`config.mk`:
```
export PLATFORM = sky130hd
export DESIGN_NAME = input_debouncer
export DESIGN_NICKNAME = d
export VERILOG_FILES = /design/src/rtl/input_debouncer.sv
export SDC_FILE = /design/constraint.sdc
export NUM_CORES = 1
export LEC_CHECK = 0
export BUFFER_PORTS_ARGS = -buffer_cell sky130_fd_sc_hd__buf_4
export CORE_ASPECT_RATIO = 0.9
export CORE_UTILIZATION = 60
export DETAILED_ROUTE_END_ITERATION = 8
export PLACE_DENSITY = 0.82
export SKIP_LAST_GASP = 1
export SYNTH_ARGS = -nofsm -noshare
export SYNTH_HDL_FRONTEND = slang
export SYNTH_SLANG_ARGS = --single-unit
```
`constraint.sdc`:
```
create_clock -name clock -period 2.1 [get_ports clock]
set_input_delay 0.42 -clock clock [delete_from_list [all_inputs] [get_ports clock]]
set_output_delay 0.42 -clock clock [all_outputs]
set_load 0.005 [all_outputs]
```
`src/rtl/input_debouncer.sv`:
```
// Multi-channel two-flop synchronizer and debouncer for asynchronous board inputs.
// Produces a debounced level per channel plus registered single-cycle rise/fall pulses.
module input_debouncer #(
  parameter int               WIDTH         = 3,
  parameter int               STABLE_CYCLES = 120000,
  parameter logic [WIDTH-1:0] INIT_LEVEL    = {WIDTH{1'b0}}
) (
  input  logic             clock,
  input  logic             reset,
  input  logic [WIDTH-1:0] raw_in,
  output logic [WIDTH-1:0] level,
  output logic [WIDTH-1:0] rise,
  output logic [WIDTH-1:0] fall
);

  localparam int CW = (STABLE_CYCLES > 1) ? $clog2(STABLE_CYCLES + 1) : 1;
  localparam logic [CW-1:0] TERM_CNT = CW'(STABLE_CYCLES - 1);

  if (STABLE_CYCLES < 1 || WIDTH < 1) begin : g_bad_params
    $error("input_debouncer: STABLE_CYCLES and WIDTH must both be at least 1");
  end

  logic [WIDTH-1:0] sync1_q, sync2_q;
  logic [WIDTH-1:0] level_q, level_d;
  logic [WIDTH-1:0] rise_q, rise_d;
  logic [WIDTH-1:0] fall_q, fall_d;
  logic [CW-1:0]    cnt_q [WIDTH];
  logic [CW-1:0]    cnt_d [WIDTH];

  // A channel is PENDING whenever its synchronized input disagrees with its level.
  logic [WIDTH-1:0] pending;
  assign pending = sync2_q ^ level_q;

  always_comb begin
    level_d = level_q;
    rise_d  = '0;
    fall_d  = '0;
    for (int i = 0; i < WIDTH; i++) begin
      cnt_d[i] = '0;
      if (pending[i]) begin
        if (cnt_q[i] == TERM_CNT) begin
          level_d[i] = sync2_q[i];
          rise_d[i]  = sync2_q[i];
          fall_d[i]  = ~sync2_q[i];
        end else begin
          cnt_d[i] = cnt_q[i] + CW'(1);
        end
      end
    end
  end

  always_ff @(posedge clock or negedge reset) begin
    if (!reset) begin
      sync1_q <= INIT_LEVEL;
      sync2_q <= INIT_LEVEL;
      level_q <= INIT_LEVEL;
      rise_q  <= '0;
      fall_q  <= '0;
      for (int i = 0; i < WIDTH; i++) begin
        cnt_q[i] <= '0;
      end
    end else begin
      sync1_q <= raw_in;
      sync2_q <= sync1_q;
      level_q <= level_d;
      rise_q  <= rise_d;
      fall_q  <= fall_d;
      for (int i = 0; i < WIDTH; i++) begin
        cnt_q[i] <= cnt_d[i];
      end
    end
  end

  assign level = level_q;
  assign rise  = rise_q;
  assign fall  = fall_q;

endmodule

```
==> results.yml, run 1 <==
clock_network:
  cts_made_buffers: 9
  cts_tree: "done"
  path_clk_slew_ns: 0.07
  clock_path_buffers: 2
  clock_latency_ns: 0.34
  cts_sinks: 66
  post_cts_buffers: 0
  root_buffer: "clkbuf_8"
  htree_num_levels: 3
placed_design:
  io_buffer_count: 13
  globalplace.congestion: 0.804
  place_ws_ns: 0.218
  dp_hpwl_um: 3590
  post-place-cells: 366
setup_path:
  startpoint_type: "flip-flop"
  crit_path_start: "cnt_q[0]"
  crit_chain: "ha_1 > nand4_1 > or4_4 > or3_1 > a21oi_1"
  cp_slowest_cell: "or4_4"
  ff2ff_path_depth: 5
  cp.arrival_ns: 2.16
  r2r_end: "cnt_q[16]"
  r2r-start: "cnt_q[0]"
  critical_path.max_fanout: 4
  required_ns: 2.37
  rrSetupSlack_ns: 0.20
  slowest_delay_ns: 0.58
  critPathCapture: "cnt_q[16]"
  cp-end-kind: "flip-flop"
  crit_type: "flip-flop to flip-flop"
status:
  status: "complete, no violations"
sta:
  slew_headroom: 0.619
  finalCritPeriodShare: 0.903
  max_freq_mhz: 528
  final-setup-viol-count: 0
  layout_min_cycle_time_ns: 1.90
  skew_ns: 0.00904
  rsz0062_at_grt: "false"
  finalHoldViolCount: 0
  fin_ws_ns: 0.204
  slew_violations: 0
  fin_tns_setup_ns: 0
  worstMarginPinSlew_ns: 0.567
synth:
  syn-cell-area_um2: 3020
  ys_ff_latch: 66
  syn_nets: 300
  synth_top_area_share: 0.547
  ys_top_cells_by_area: "dfrtp_1 55%, xnor2_1 9.0%, nor2_1 6.5%"
  postSynthAreaPerCell_um2: 10.3
  synth.yosys.seq_area_share: 0.547
  synth-edff-count: 0
  yosysWarnings: 0
  async_flop_share: 1.00
  yosys.cell_count.top_type: "dfrtp_1"
  synth_cell_type_count: 29
  ys.flop_type: "dfrtp_1"
  syn_inst: 292
  ys_top_cells_by_count: "66 x dfrtp_1, 52 x nor2_1, 31 x xnor2_1"
  synth_top_area_cell: "dfrtp_1"
global_route:
  busiest_layer: "met2"
  met2_usage: 0.358
  grt_use_total: 0.228
  grt-ovfl-total: 0
  grt_use_met1: 0.298
  grt_pass1_vias: 2093
  antenna_found_initial: 0
  met3_usage: 0.0750
  grt_pass1_wl_um: 9430
  grt_max_degree: 43
detailed_routing:
  ant_nets: 0
  drtPass1Iterations: 4
  viasPerCell: 5.67
  vias: 2171
  wl_per_cell_um: 14.2
  routed_wirelength_um: 5460
  remaining_drc_errors: 0
  drt_iter0_drc: 112
die:
  fp.dieArea_um2: 5320
  fp.dieH_um: 69.3
  die_w_um: 76.7
  start_util: 0.624
  coreArea_um2: 4830
  rows: 24
  ios: 14
power:
  ir_drop_v: 0.000614
  p_leak_nw: 1.39
  power_density_nw_per_um2: 688
  total_power_w: 0.00233
min_path:
  hp-start: "raw_in[2]"
  hold_path_class: "primary input to flip-flop"
finish:
  fin_cells: 383
  drive_gt1_frac: 0.132
  syn2layout_area_growth_pct: 12.1
  finalNetCount: 321
  fin_util: 0.700
  diodes: 0
job:
  max_cap_viol_count: 0
-- routing by layer --
layer / wire length (um) / vias up
met5: 0 / -
met4: 63 / 0
met3: 219 / 6
met2: 2620 / 48
met1: 2550 / 1054
li1: - / 1063
-- area by class of cell --
cell class	count	area [um^2]
sequential	66	1650
fill	361	1450
multi-input combinational	209	1300
timing repair buffer	18	150
clock buffer	10	128
tap	65	81.3
clock inverter	6	41.3
inverter	9	33.8
-- worst max-delay path, delay by kind of cell, from the launching register on --
family	cells	cell delay, ns
AND/OR/NAND/NOR	3	1.05
flip-flops	1	0.40
adder cells (fa/ha/maj)	1	0.23
AO/OA/AOI/OAI	1	0.14
-- registers in the layout, summed over array words and instances, names as in the netlist --
signal,flops
fall,3
sync2_q,3
level,3
rise,3
sync1_q,3
cnt_q,51
-- logic make-up after synthesis --
logic type | synth area share
AND/OR/NAND/NOR | 0.253
flip-flops | 0.547
XOR/XNOR | 0.128
buffers and inverters | 0.0228
AO/OA/AOI/OAI | 0.0249
multiplexers | 0.0112
adder cells (fa/ha/maj) | 0.0124
-- timing repair --
item                      CTS  global route
hold endpoints to repair   24             0
hold buffers                1             0
resized for setup           0             0
-- per-stage QoR --
step	hold WS [ns]	cell area, um^2
floorplan	0.124	3020
global placement	0.334	3200
detailed placement	0.336	3200
CTS	0.167	3380
global route	0.154	3380
finish	0.179	3380
-- power by group --
part	leakage (nW)	switching, W	internal [W]
registers	0.901	0.0000218	0.00129
clock network	0.0787	0.000496	0.000427
logic	0.407	0.0000583	0.0000316
-- worst min path at each step --
stage	endpoint	depth (start not counted)
after global routing	sync1_q[0]	1
final	sync1_q[2]	1
after detailed placement	cnt_q[12]	1
after floorplan	cnt_q[0]	0
after CTS	sync1_q[0]	1
after global placement	sync2_q[0]	0
-- cell usage in the layout (no fill, tap or decap) --
master,Yosys,layout
a21oi_1,4,4
clkinvlp_4,0,3
o21ai_0,2,2
nand3_1,16,16
nor4_1,15,15
nand4_2,1,1
clkinv_2,0,2
nand4b_1,2,2
and2_1,1,1
inv_1,9,9
or3_1,3,3
inv_6,0,1
nor3b_1,8,8
a41o_1,1,1
dfrtp_1,66,66
buf_12,0,1
clkbuf_1,4,1
xor2_1,13,13
nand4_1,17,17
nand2_1,15,15
and4_1,3,3
nor2_1,52,52
xnor2_1,31,31
or4_4,1,1
nor3_1,9,9
a31o_2,4,4
nor4bb_1,1,1
dlygate4sd3_1,0,1
ha_1,3,3
and3_1,2,2
buf_4,0,16
nand2b_1,1,1
or2_2,1,1
clkbuf_8,0,9
mux2_2,3,3
Power figures use the tool's default switching activity.
==> run 2, diff against run 1 <==
- CORE_MARGIN: default -> 10
==> run 2 against run 1 <==
  * Die area is 56% higher
  * Final area up 0.55%
  * Hold slack lost 0.18 ns
  * The flow now finishes with violations (negative hold slack)
==> results.yml, run 2 (same netlist as run 1, synthesis figures left out) <==
power:
  ir_drop_v: 0.000613
  p_leak_nw: 1.40
  power_density_nw_per_um2: 729
sta:
  slew_violations: 0
  layout_min_cycle_time_ns: 1.91
  hold_ws_ns: -0.00226
  finalCritPeriodShare: 0.911
  worstMarginPinSlew_ns: 0.532
  fin_tns_setup_ns: 0
  max_freq_mhz: 523
  final-setup-viol-count: 0
  slew_headroom: 0.642
  finalHoldViolCount: 3
  skew_ns: 0.00889
  rsz0062_at_grt: "false"
detailed_routing:
  viasPerCell: 5.64
  wl_per_cell_um: 14.5
  remaining_drc_errors: 0
  ant_nets: 0
  routed_wirelength_um: 5520
  vias: 2147
  drtPass1Iterations: 4
  drt_iter0_drc: 78
finish:
  layout_commonest_cell: "dfrtp_1"
  regMostFlops: "cnt_q"
  largest_register_ffs: 51
  most-common-layout-cells: "66 x dfrtp_1, 52 x nor2_1, 31 x xnor2_1"
  drive_gt1_frac: 0.130
  fin_cells: 381
  fillers: 386
  syn2layout_area_growth_pct: 12.7
  finalNetCount: 319
  diodes: 0
min_path:
  hold_path_class: "primary input to async pin"
die:
  ios: 14
  start_util: 0.620
  fp.dieH_um: 87.3
  fp.dieArea_um2: 8270
  rows: 24
  die_w_um: 94.7
  coreArea_um2: 4860
setup_path:
  r2r-start: "cnt_q[0]"
  r2r_end: "cnt_q[16]"
  startpoint_type: "flip-flop"
  cp.arrival_ns: 2.18
  ff2ff_path_depth: 5
  required_ns: 2.36
  critical_path.max_fanout: 4
  rrSetupSlack_ns: 0.19
  crit_type: "flip-flop to flip-flop"
  cp-end-kind: "flip-flop"
clock_network:
  clock_latency_ns: 0.34
  cts_made_buffers: 9
  clock_path_buffers: 2
  cts_resized: 0
  root_buffer: "clkbuf_8"
  cts_tree: "done"
  post_cts_buffers: 0
  hold_buffers: 0
  htree_num_levels: 3
  path_clk_slew_ns: 0.07
  cts_sinks: 66
global_route:
  grt_max_degree: 38
  grt_pass1_wl_um: 9890
  grt_pass1_vias: 2185
  grt_use_total: 0.149
  grt-ovfl-total: 0
  antenna_found_initial: 0
placed_design:
  io_buffer_count: 13
  dp_hpwl_um: 3720
  globalplace.congestion: 0.818
  post-place-cells: 365
status:
  violations: "negative hold slack"
  status: "finished with violations"
job:
  max_cap_viol_count: 0
-- run 2: cell types whose count changed in the layout (fill, tap and decap cells not counted), sizes merged --
cell / change
buf: -1
bufinv: +1
clkbuf: +2
clkinv: -1
clkinvlp: -1
dlygate4sd3: -1
inv: -1
-- run 2: through the flow --
stage / worst slack [ns] / total power [W] / utilization / instance area, um^2 / hold WS, ns
after floorplan: 0.320 / 0.00138 / - / 3020 / 0.124
after global placement: 0.273 / 0.00142 / 0.657 / 3200 / 0.335
after detailed placement: 0.237 / 0.00143 / 0.657 / 3200 / 0.339
after CTS: 0.189 / 0.00251 / 0.699 / 3400 / 0.00249
after global routing: 0.0742 / 0.00258 / 0.699 / 3400 / 0.0153
final: 0.186 / 0.00248 / 0.699 / 3400 / -0.00226
-- run 2: per-layer routing --
metal	wire length (um)	global-route usage	part of all wire	vias to the layer above
met4	55	0.0639	0.010	0
met5	0	0	0	-
li1	-	-	-	1046
met2	2650	0.234	0.48	49
met3	339	0.0526	0.061	6
met1	2470	0.183	0.45	1046
-- run 2: where the power goes --
part / leakage (nW) / internal [W] / switching, W
registers: 0.901 / 0.00129 / 0.0000223
logic: 0.398 / 0.0000295 / 0.0000597
clock network: 0.0986 / 0.000611 / 0.000466
total: 1.40 / 0.00193 / 0.000548
-- run 2: final cells by class --
cell class                      count  area [um^2]  share of cell area
Timing Repair Buffer               16          133              0.0390
Multi-Input combinational cell    209         1300               0.381
Tap cell                           65         81.3              0.0239
Inverter                            9         33.8             0.00993
Clock inverter                      4         50.0              0.0147
Sequential cell                    66         1650               0.486
Clock buffer                       12          155              0.0456
-- run 2: critical path, stage by stage, from the launching register on --
cell     delay [ns]
dfrtp_1        0.38
ha_1           0.24
nand4_1        0.17
or4_4          0.59
or3_1          0.32
a21oi_1        0.14
-- run 2: worst max-delay path by stage --
stage,startpoint,endpoint,slack (ns),depth (start not counted)
finish,cnt_q[0],cnt_q[16],0.19,5
global route,cnt_q[0],cnt_q[16],0.07,5
CTS,cnt_q[0],cnt_q[16],0.19,5
detailed placement,cnt_q[0],cnt_q[16],0.24,5
global placement,cnt_q[0],cnt_q[16],0.27,5
floorplan,cnt_q[0],cnt_q[16],0.32,5
